--- src/rtl/pipe_trace_buffer.sv ---
`default_nettype none
// ============================================================================
// Module   : pipe_trace_buffer
// Brief    : Retired-instruction trace FIFO with instruction classing,
//            cycle stamps, wrap/freeze-on-full and a cycle-limit halt.
// Revision : 1.0
// ============================================================================
module pipe_trace_buffer #(
    parameter int DEPTH        = 16,
    parameter int CYC_W        = 16,
    parameter int CYCLE_LIMIT  = 500,
    parameter int STOP_ON_FULL = 0
) (
    input  logic                     clk,
    input  logic                     rst,
    input  logic                     trc_valid,
    input  logic [31:0]              trc_pc,
    input  logic [31:0]              trc_instr,
    input  logic [31:0]              trc_wd,
    input  logic                     rearm,
    input  logic                     rd_ready,
    output logic                     rd_valid,
    output logic [31:0]              rd_pc,
    output logic [31:0]              rd_wd,
    output logic [4:0]               rd_class,
    output logic [CYC_W-1:0]         rd_cycle,
    output logic [$clog2(DEPTH):0]   count,
    output logic [7:0]               overflow,
    output logic                     halted,
    output logic                     frozen
);
    localparam int                 c_PTR_W     = $clog2(DEPTH);
    localparam logic [0:0]         c_ST_ARMED  = 1'b0;
    localparam logic [0:0]         c_ST_FROZEN = 1'b1;
    localparam logic [c_PTR_W:0]   c_CNT_FULL  = (c_PTR_W+1)'(DEPTH);
    localparam logic [c_PTR_W:0]   c_CNT_ONE   = (c_PTR_W+1)'(1);
    localparam logic [c_PTR_W-1:0] c_PTR_ONE   = c_PTR_W'(1);
    localparam logic [CYC_W-1:0]   c_CYC_MAX   = '1;
    localparam logic [CYC_W-1:0]   c_CYC_ONE   = CYC_W'(1);
    localparam logic [CYC_W-1:0]   c_LIMIT     = CYC_W'(CYCLE_LIMIT);
    // A limit the counter can never reach must not alias after truncation.
    localparam bit c_LIMIT_EN = (CYCLE_LIMIT > 0) &&
                                (longint'(CYCLE_LIMIT) < (longint'(1) << CYC_W));
    localparam bit c_STOP     = (STOP_ON_FULL != 0);

    logic [0:0]         r_state;
    logic [0:0]         w_state_nxt;
    logic [c_PTR_W-1:0] r_wr_ptr;
    logic [c_PTR_W-1:0] r_rd_ptr;
    logic [c_PTR_W:0]   r_count;
    logic [7:0]         r_ovf;
    logic [CYC_W-1:0]   r_cycle;
    logic               r_halted;

    logic [31:0]        r_mem_pc  [DEPTH];
    logic [31:0]        r_mem_wd  [DEPTH];
    logic [4:0]         r_mem_cls [DEPTH];
    logic [CYC_W-1:0]   r_mem_cyc [DEPTH];

    logic               w_empty;
    logic               w_full;
    logic               w_pop;
    logic               w_cap;
    logic               w_blocked;
    logic               w_write;
    logic               w_rd_adv;
    logic               w_limit_hit;
    logic [4:0]         w_cls;

    function automatic logic [4:0] classify(input logic [31:0] instr);
        logic [4:0] cls;
        cls = 5'd0;
        if (instr == 32'd0) begin
            cls = 5'd10;
        end else if (instr[31:26] == 6'd0) begin
            case (instr[5:0])
                6'd32:   cls = 5'd1;
                6'd34:   cls = 5'd2;
                6'd36:   cls = 5'd3;
                6'd37:   cls = 5'd4;
                6'd42:   cls = 5'd5;
                6'd2:    cls = 5'd6;
                6'd25:   cls = 5'd7;
                6'd16:   cls = 5'd8;
                6'd18:   cls = 5'd9;
                default: cls = 5'd0;
            endcase
        end else begin
            case (instr[31:26])
                6'd35:   cls = 5'd11;
                6'd43:   cls = 5'd12;
                6'd4:    cls = 5'd13;
                6'd2:    cls = 5'd14;
                6'd9:    cls = 5'd15;
                6'd28:   cls = 5'd16;
                default: cls = 5'd0;
            endcase
        end
        return cls;
    endfunction

    assign w_empty     = (r_count == '0);
    assign w_full      = (r_count == c_CNT_FULL);
    assign w_pop       = !w_empty && rd_ready;
    assign w_cap       = (r_state == c_ST_ARMED) && trc_valid;
    // Capture into a full buffer with no simultaneous pop to make room.
    assign w_blocked   = w_cap && w_full && !w_pop;
    assign w_write     = w_cap && !(w_blocked && c_STOP);
    assign w_rd_adv    = w_pop || (w_blocked && !c_STOP);
    assign w_limit_hit = c_LIMIT_EN && (r_state == c_ST_ARMED) && (r_cycle == c_LIMIT);
    assign w_cls       = classify(trc_instr);

    always_comb begin
        w_state_nxt = r_state;
        if (rearm) begin
            w_state_nxt = c_ST_ARMED;
        end else if ((r_state == c_ST_ARMED) && (w_limit_hit || (w_blocked && c_STOP))) begin
            w_state_nxt = c_ST_FROZEN;
        end
    end

    always_ff @(posedge clk or posedge rst) begin
        if (rst) begin
            r_state  <= c_ST_ARMED;
            r_wr_ptr <= '0;
            r_rd_ptr <= '0;
            r_count  <= '0;
            r_ovf    <= 8'd0;
            r_cycle  <= '0;
            r_halted <= 1'b0;
        end else begin
            r_state <= w_state_nxt;
            if (rearm) begin
                r_wr_ptr <= '0;
                r_rd_ptr <= '0;
                r_count  <= '0;
                r_ovf    <= 8'd0;
                r_cycle  <= '0;
                r_halted <= 1'b0;
            end else begin
                if (w_write) begin
                    r_wr_ptr <= r_wr_ptr + c_PTR_ONE;
                end
                if (w_rd_adv) begin
                    r_rd_ptr <= r_rd_ptr + c_PTR_ONE;
                end
                if (w_write && !w_pop && !w_full) begin
                    r_count <= r_count + c_CNT_ONE;
                end else if (w_pop && !w_write) begin
                    r_count <= r_count - c_CNT_ONE;
                end
                if (w_blocked && (r_ovf != 8'hFF)) begin
                    r_ovf <= r_ovf + 8'd1;
                end
                if (r_cycle != c_CYC_MAX) begin
                    r_cycle <= r_cycle + c_CYC_ONE;
                end
                if (w_limit_hit) begin
                    r_halted <= 1'b1;
                end
            end
        end
    end

    // Storage carries no reset; entries are only visible while count != 0.
    always_ff @(posedge clk) begin
        if (w_write && !rearm) begin
            r_mem_pc[r_wr_ptr]  <= trc_pc;
            r_mem_wd[r_wr_ptr]  <= trc_wd;
            r_mem_cls[r_wr_ptr] <= w_cls;
            r_mem_cyc[r_wr_ptr] <= r_cycle;
        end
    end

    assign rd_valid = !w_empty;
    assign rd_pc    = rd_valid ? r_mem_pc[r_rd_ptr]  : 32'd0;
    assign rd_wd    = rd_valid ? r_mem_wd[r_rd_ptr]  : 32'd0;
    assign rd_class = rd_valid ? r_mem_cls[r_rd_ptr] : 5'd0;
    assign rd_cycle = rd_valid ? r_mem_cyc[r_rd_ptr] : '0;
    assign count    = r_count;
    assign overflow = r_ovf;
    assign halted   = r_halted;
    assign frozen   = (r_state == c_ST_FROZEN);

endmodule
`default_nettype wire

--- config.mk ---
export PLATFORM = sky130hd
export DESIGN_NAME = pipe_trace_buffer
export DESIGN_NICKNAME = d
export VERILOG_FILES = /design/src/rtl/pipe_trace_buffer.sv
export SDC_FILE = /design/constraint.sdc
export NUM_CORES = 1
export LEC_CHECK = 0
export CORE_MARGIN = 4
export CORE_UTILIZATION = 61
export CTS_CLUSTER_DIAMETER = 60
export DETAILED_ROUTE_END_ITERATION = 8
export PLACE_DENSITY = 0.8
export SYNTH_ARGS = -nofsm -noshare
export SYNTH_HDL_FRONTEND = slang
export SYNTH_SLANG_ARGS = --single-unit
--- constraint.sdc ---
create_clock -name clk -period 10.2 [get_ports clk]
set_input_delay 1.02 -clock clk [delete_from_list [all_inputs] [get_ports clk]]
set_output_delay 1.02 -clock clk [all_outputs]
set_load 0.02 [all_outputs]
Word level (Yosys, flattened, before mapping)
Memories as Yosys holds them, arrays and structs flattened.
Cells that the tools add are included.
{ "totals": {"reg_bits": 39, "ram_bits": 1360, "out_inout_bits": 101, "elab_cells": 89, "n_memories": 4} }
{ "classes": {"n_addsub": 6, "n_eq_ne": 19, "n_mux": 25, "bitwise": 1, "reduce_logical": 27} }
{ "mem_list": {"columns": ["name", "depth", "width", "rd", "rd_clocked_by_memory_dff", "write_ports", "line", "source"], "rows": [
  ["r_mem_pc", 16, 32, 1, 0, 1, "55", "logic [31:0] r_mem_pc [DEPTH];"],
  ["r_mem_wd", 16, 32, 1, 0, 1, "56", "logic [31:0] r_mem_wd [DEPTH];"],
  ["r_mem_cyc", 16, 16, 1, 0, 1, "58", "logic [CYC_W-1:0] r_mem_cyc [DEPTH];"],
  ["r_mem_cls", 16, 5, 1, 0, 1, "57", "logic [4:0] r_mem_cls [DEPTH];"]
]} }
{ "ops": {"columns": ["cell", "count"], "rows": [
  ["$mux W32", 2],
  ["$mux W16", 3],
  ["$eq A6 B6 Y1 const B", 7],
  ["$pmux W4 S9", 1],
  ["$logic_not A32 Y1", 1],
  ["$mux W5", 6],
  ["$pmux W5 S6", 1],
  ["$eq A6 B5 Y1 const B", 4],
  ["$add A16 B1 Y16 const B", 1],
  ["$eq A16 B9 Y1 const B", 1],
  ["$mux W4", 4],
  ["$mux W8", 2],
  ["$ne A16 B16 Y1 const B", 1],
  ["$eq A6 B2 Y1 const B", 2],
  ["$reduce_bool A2 Y1", 6],
  ["$logic_and A1 B1 Y1", 11],
  ["$add A4 B1 Y4 const B", 2],
  ["$add A8 B1 Y8 const B", 1],
  ["$ne A8 B8 Y1 const B", 1],
  ["$eq A6 B3 Y1 const B", 1],
  ["$eq A6 B4 Y1 const B", 1],
  ["$logic_not A6 Y1", 1],
  ["$mux W1", 6],
  ["$add A5 B1 Y5 const B", 1],
  ["7 further kinds", 11]
]} }

Logic depth before layout (Yosys ltp)
{ "depth": {"depth_word": 8, "mapped_depth": 9} }

Worst setup path after synthesis
Ideal clock, no wire load.
{ "synth_timing": {"path_type": "input port to flip-flop", "from": "in trc_valid", "to": "mem r_mem_cls[2][0] (enable)", "setup_ns": 0.633, "arrival_time_ns": 7.566, "required_time_ns": 9.567, "slack_ns": 2.001, "path_stages": 5, "path_cell_list": "nor2b_1 > buf_2 > nor2b_1 > nand2_1 > nor3_1"} }
{ "synth_via": {"elab_chain_len": 4} }
{ "synth_lines": {"columns": ["element", "line", "source"], "rows": [
  ["from (decl)", "16", "input logic trc_valid,"],
  ["$logic_and A1 B1 Y1", "105", "assign w_cap = (r_state == c_ST_ARMED) && trc_valid;"],
  ["$logic_and A1 B1 Y1", "167", "if (w_write && !rearm) begin"],
  ["$mux W1", "167", null],
  ["$mux W1 (implied by the code)", "170", "r_mem_cls[r_wr_ptr] <= w_cls;"],
  ["to (decl)", "57", null]
]} }
No other way between the ends.

Worst setup path in the final report
{ "layout_timing": {"from": "reg r_rd_ptr[1]", "to": "out rd_cycle[10]"} }
{ "layout_via": {"elab_chain_len": 2} }
{ "layout_lines": {"columns": ["element", "line", "source"], "rows": [
  ["from (decl)", "49", "logic [c_PTR_W-1:0] r_rd_ptr;"],
  ["from (signal assigned)", "145", "r_rd_ptr <= r_rd_ptr + c_PTR_ONE;"],
  ["$mem_v2 Z16 W16", null, null],
  ["$mux W16", "179", "assign rd_cycle = rd_valid ? r_mem_cyc[r_rd_ptr] : '0;"],
  ["to (decl)", "26", "output logic [CYC_W-1:0] rd_cycle,"]
]} }
No other way between the ends.

==> out/qor.csv <==
stage,metric,value,unit
run_status,status,"finished, final reports clean",
critical_path,Worst R2R End,r_mem_wd[8][5]$_DFFE_PP_,
critical_path,CP endpoint kind,output pin,
flow_run,MaxCap Viol Count,0,
drt,# DRC,0,
critical_path,cell mode on critical path,buf_4,
sta,crit share post-route,59.9,%
critical_path,max incr delay on CP,0.89,ns
critical_path,crit-path cells,buf_4 -> buf_4 -> mux4_2 -> mux2i_1 -> o22ai_1 -> clkdlybuf4s50_1,
place,port bufs,201,
synthesis,sequential share of the synthesized area,76.1,%
drt,initial DRC count,3549,
synthesis,"Top FF cell, synth",edfxtp_1,
grt,Total GRT Usage,26.8,%
final_layout,final net count,2950,
critical_path,FF-to-FF Start,frozen$_DFFE_PP0P_,
clock_tree,number of CTS-inserted buffers,138,
critical_path,Worst path depth,6,
synthesis,Synth Register Bits,1398,
sta,Setup Viol. Count Final,0,
sta,shortest period the worst path allows,6.11,ns
synthesis,number of synthesized flops with an enable pin,1360,
critical_path,Crit-path slowest cell,buf_4,
critical_path,"Arr. time, crit path",5.09,ns
critical_path,R2R cell count,7,
clock_tree,Skew-Pair Late Insertion Delay,0.73,ns
floorplanning,Die W,308,um
clock_tree,hold buffer count at cts,0,
power,Max VDD drop,256,uV
critical_path,CP Max Fanout,71,
synthesis,"Avg Cell Area, Syn",21.2,um2
drt,Pre-antenna DRT Iters,6,
clock_tree,CTS root buf,clkbuf_16,
critical_path,worst path bufs/invs,3,
power,leak pwr,19.2,nW
clock_tree,number of gates resized after CTS,0,
critical_path,Worst EP required,9.18,ns
power,Final Power,0.0147,W
clock_tree,CTS clock-pin slew for the worst setup and hold paths,0.06,ns
sta,fmax,164,MHz
drt,vias per cell,6.74,
sta,setup TNS,0,ns
place,hpwl dp,61300,um
critical_path,"reg-to-reg slack, setup",6.26,ns
grt,largest net degree at the start of global routing,122,
clock_tree,clk buf depth,3,
synthesis,asr flop ratio synth,2.72,%
sta,"Slew Viols, Final",0,
sta,worst slew pin tran,1.16,ns
synthesis,Yosys Warn Count,0,
synthesis,Synth Cell Area,55000,um2
final_layout,Multi-input gate area,12500,um2
place,Final Wtd Congestion,0.800,
critical_path,Critical Path Start Type,flip-flop,
final_layout,Util after Layout,70.4,%
grt,vias in the first global route,29000,
critical_path,CP startpoint,r_rd_ptr[1]$_DFFE_PP0P_,
grt,initial antenna violation count,10,
final_layout,Syn-to-layout area delta,13.9,%
drt,aggregate routed wire length,125000,um
clock_tree,post-CTS setup buffer count,0,
grt,total gr overflow,0,
final_layout,total area of sequential cells,41800,um2
floorplanning,die height,308,um
sta,Max transition margin,22.4,%
drt,per-cell routed wire length,30.3,um
drt,vias post-DR,27800,
sta,final hold violations,0,
clock_tree,H-tree depth,4,
floorplanning,CORE AREA,88900,um2
power,Power Density,235,nW/um2
hold_path,Tightest Hold Check Type,reg2reg,
final_layout,fill cell total of the finished layout,5030,
floorplanning,DIE AREA,94900,um2
drt,DRT antenna net count,0,
clock_tree,TritonCTS clock tree,yes,
clock_tree,clk sink count,1398,
critical_path,Setup crit end,rd_cycle[10],
synthesis,"Distinct cells, synth",64,
critical_path,Crit Path Class,reg2out,
grt,first-pass GRT wire length,187000,um
floorplanning,Core Rows,109,
synthesis,Post-Syn Instances,2593,
synthesis,post-synthesis net count,2707,
sta,RSZ-0062 raised after global routing,no,
floorplanning,# IOs,202,
critical_path,cell family with most CP delay,buffers and inverters,
sta,Final Skew,0.0199,ns
final_layout,layout cell share with drive strength beyond 1,22.6,%
floorplanning,Starting Density,61.8,%
-- sequential cells by signal, summed over array words and instances (netlist names) --
register / flops
r_rd_ptr: 4
frozen: 1
r_mem_cls: 80
r_mem_pc: 512
count: 5
r_cycle: 16
r_mem_cyc: 256
r_wr_ptr: 4
overflow: 8
r_mem_wd: 512
-- power breakdown --
group	switching (W)	internal [W]	total [W]
combinational	0.00176	0.00167	0.00343
sequential	0.000123	0.00634	0.00646
clock	0.00213	0.00271	0.00483
-- kinds of logic after synthesis --
| logic type | count (synthesis) | synth area share (%) |
|---|---|---|
| buffers and inverters | 163 | 1.44 |
| AO/OA/AOI/OAI | 276 | 3.12 |
| AND/OR/NAND/NOR | 154 | 1.49 |
| flip-flops | 1398 | 76.1 |
| multiplexers | 562 | 17.2 |
| adder cells (fa/ha/maj) | 13 | 0.310 |
| XOR/XNOR | 27 | 0.430 |
-- synthesized netlist by cell type, drive strengths merged, types with 14 or more instances --
cell    instances  share of area (%)
clkbuf         57               0.39
mux4          294                 12
a211oi         50               0.68
a21oi          63               0.57
buf            92               0.96
o21ai          52               0.47
edfxtp       1360                 74
nor2           51               0.36
dfrtp          38                1.7
mux2i         175                3.2
inv            14              0.096
mux2           93                1.9
o22ai          86               0.98
nand3          15               0.14
xnor2          23               0.37
nand2          23               0.16
-- tightest hold or removal path, cell delays in order, from the launching register on --
cell,delay (ns)
dfrtp_1,0.41
o41ai_1,0.09
a21oi_1,0.06
-- metal layers --
layer / wire [um] / global-route usage, %
met5: 68 / 0
met2: 63200 / 44.4
met1: 46400 / 36.5
met3: 11800 / 6.00
met4: 3330 / 8.27
-- layout make-up --
cell class,instances,area share (%)
clock buffers,165,5.71
well taps,1165,2.33
inverters,14,0.0840
multi-input cells,1032,20.0
repair buffers,252,3.91
diodes,6,0.0240
clock inverters,89,1.17
flip-flops and latches,1398,66.8
-- per-stage QoR --
stage / worst slack, ns / instances / hold slack [ns] / cell area [um2]
CTS: 4.05 / 4115 / 0.603 / 62600
global placement: 4.91 / 3861 / 0.556 / 58300
floorplan: 2.00 / 2593 / 0.555 / 55000
finish: 4.09 / 4121 / 0.607 / 62600
detailed placement: 4.88 / 3861 / 0.587 / 58300
global route: 3.83 / 4117 / 0.627 / 62600
-- placed cells by master, fill, tap and decap left out, drive strengths merged, types with 5 or more instances in the layout --
master	instances
clkinvlp	5
clkinv	65
buf	51
bufinv	7
and3	7
xnor2	23
clkbuf	165
nor4	10
nor3b	5
inv	26
a21oi	63
ha	12
nor2	51
diode	6
a31oi	5
mux2i	175
clkdlybuf4s50	201
mux4	294
a211oi	50
mux2	93
nand3	15
nand2	23
o21ai	52
dfrtp	38
o22ai	86
edfxtp	1360
nand2b	6
nor3	10
-- worst min-delay path by stage --
| stage | start | endpoint | slack [ns] | cells after the start |
|---|---|---|---|---|
| floorplan | r_rd_ptr[3]$_DFFE_PP0P_ | r_rd_ptr[3]$_DFFE_PP0P_ | 0.56 | 2 |
| global placement | overflow[7]$_DFFE_PP0P_ | overflow[7]$_DFFE_PP0P_ | 0.56 | 2 |
| detailed placement | overflow[5]$_DFFE_PP0P_ | overflow[5]$_DFFE_PP0P_ | 0.59 | 2 |
| global route | overflow[5]$_DFFE_PP0P_ | overflow[5]$_DFFE_PP0P_ | 0.63 | 2 |
| CTS | overflow[7]$_DFFE_PP0P_ | overflow[7]$_DFFE_PP0P_ | 0.60 | 2 |
| finish | overflow[7]$_DFFE_PP0P_ | overflow[7]$_DFFE_PP0P_ | 0.61 | 2 |
(Power assumes the default switching activity.)
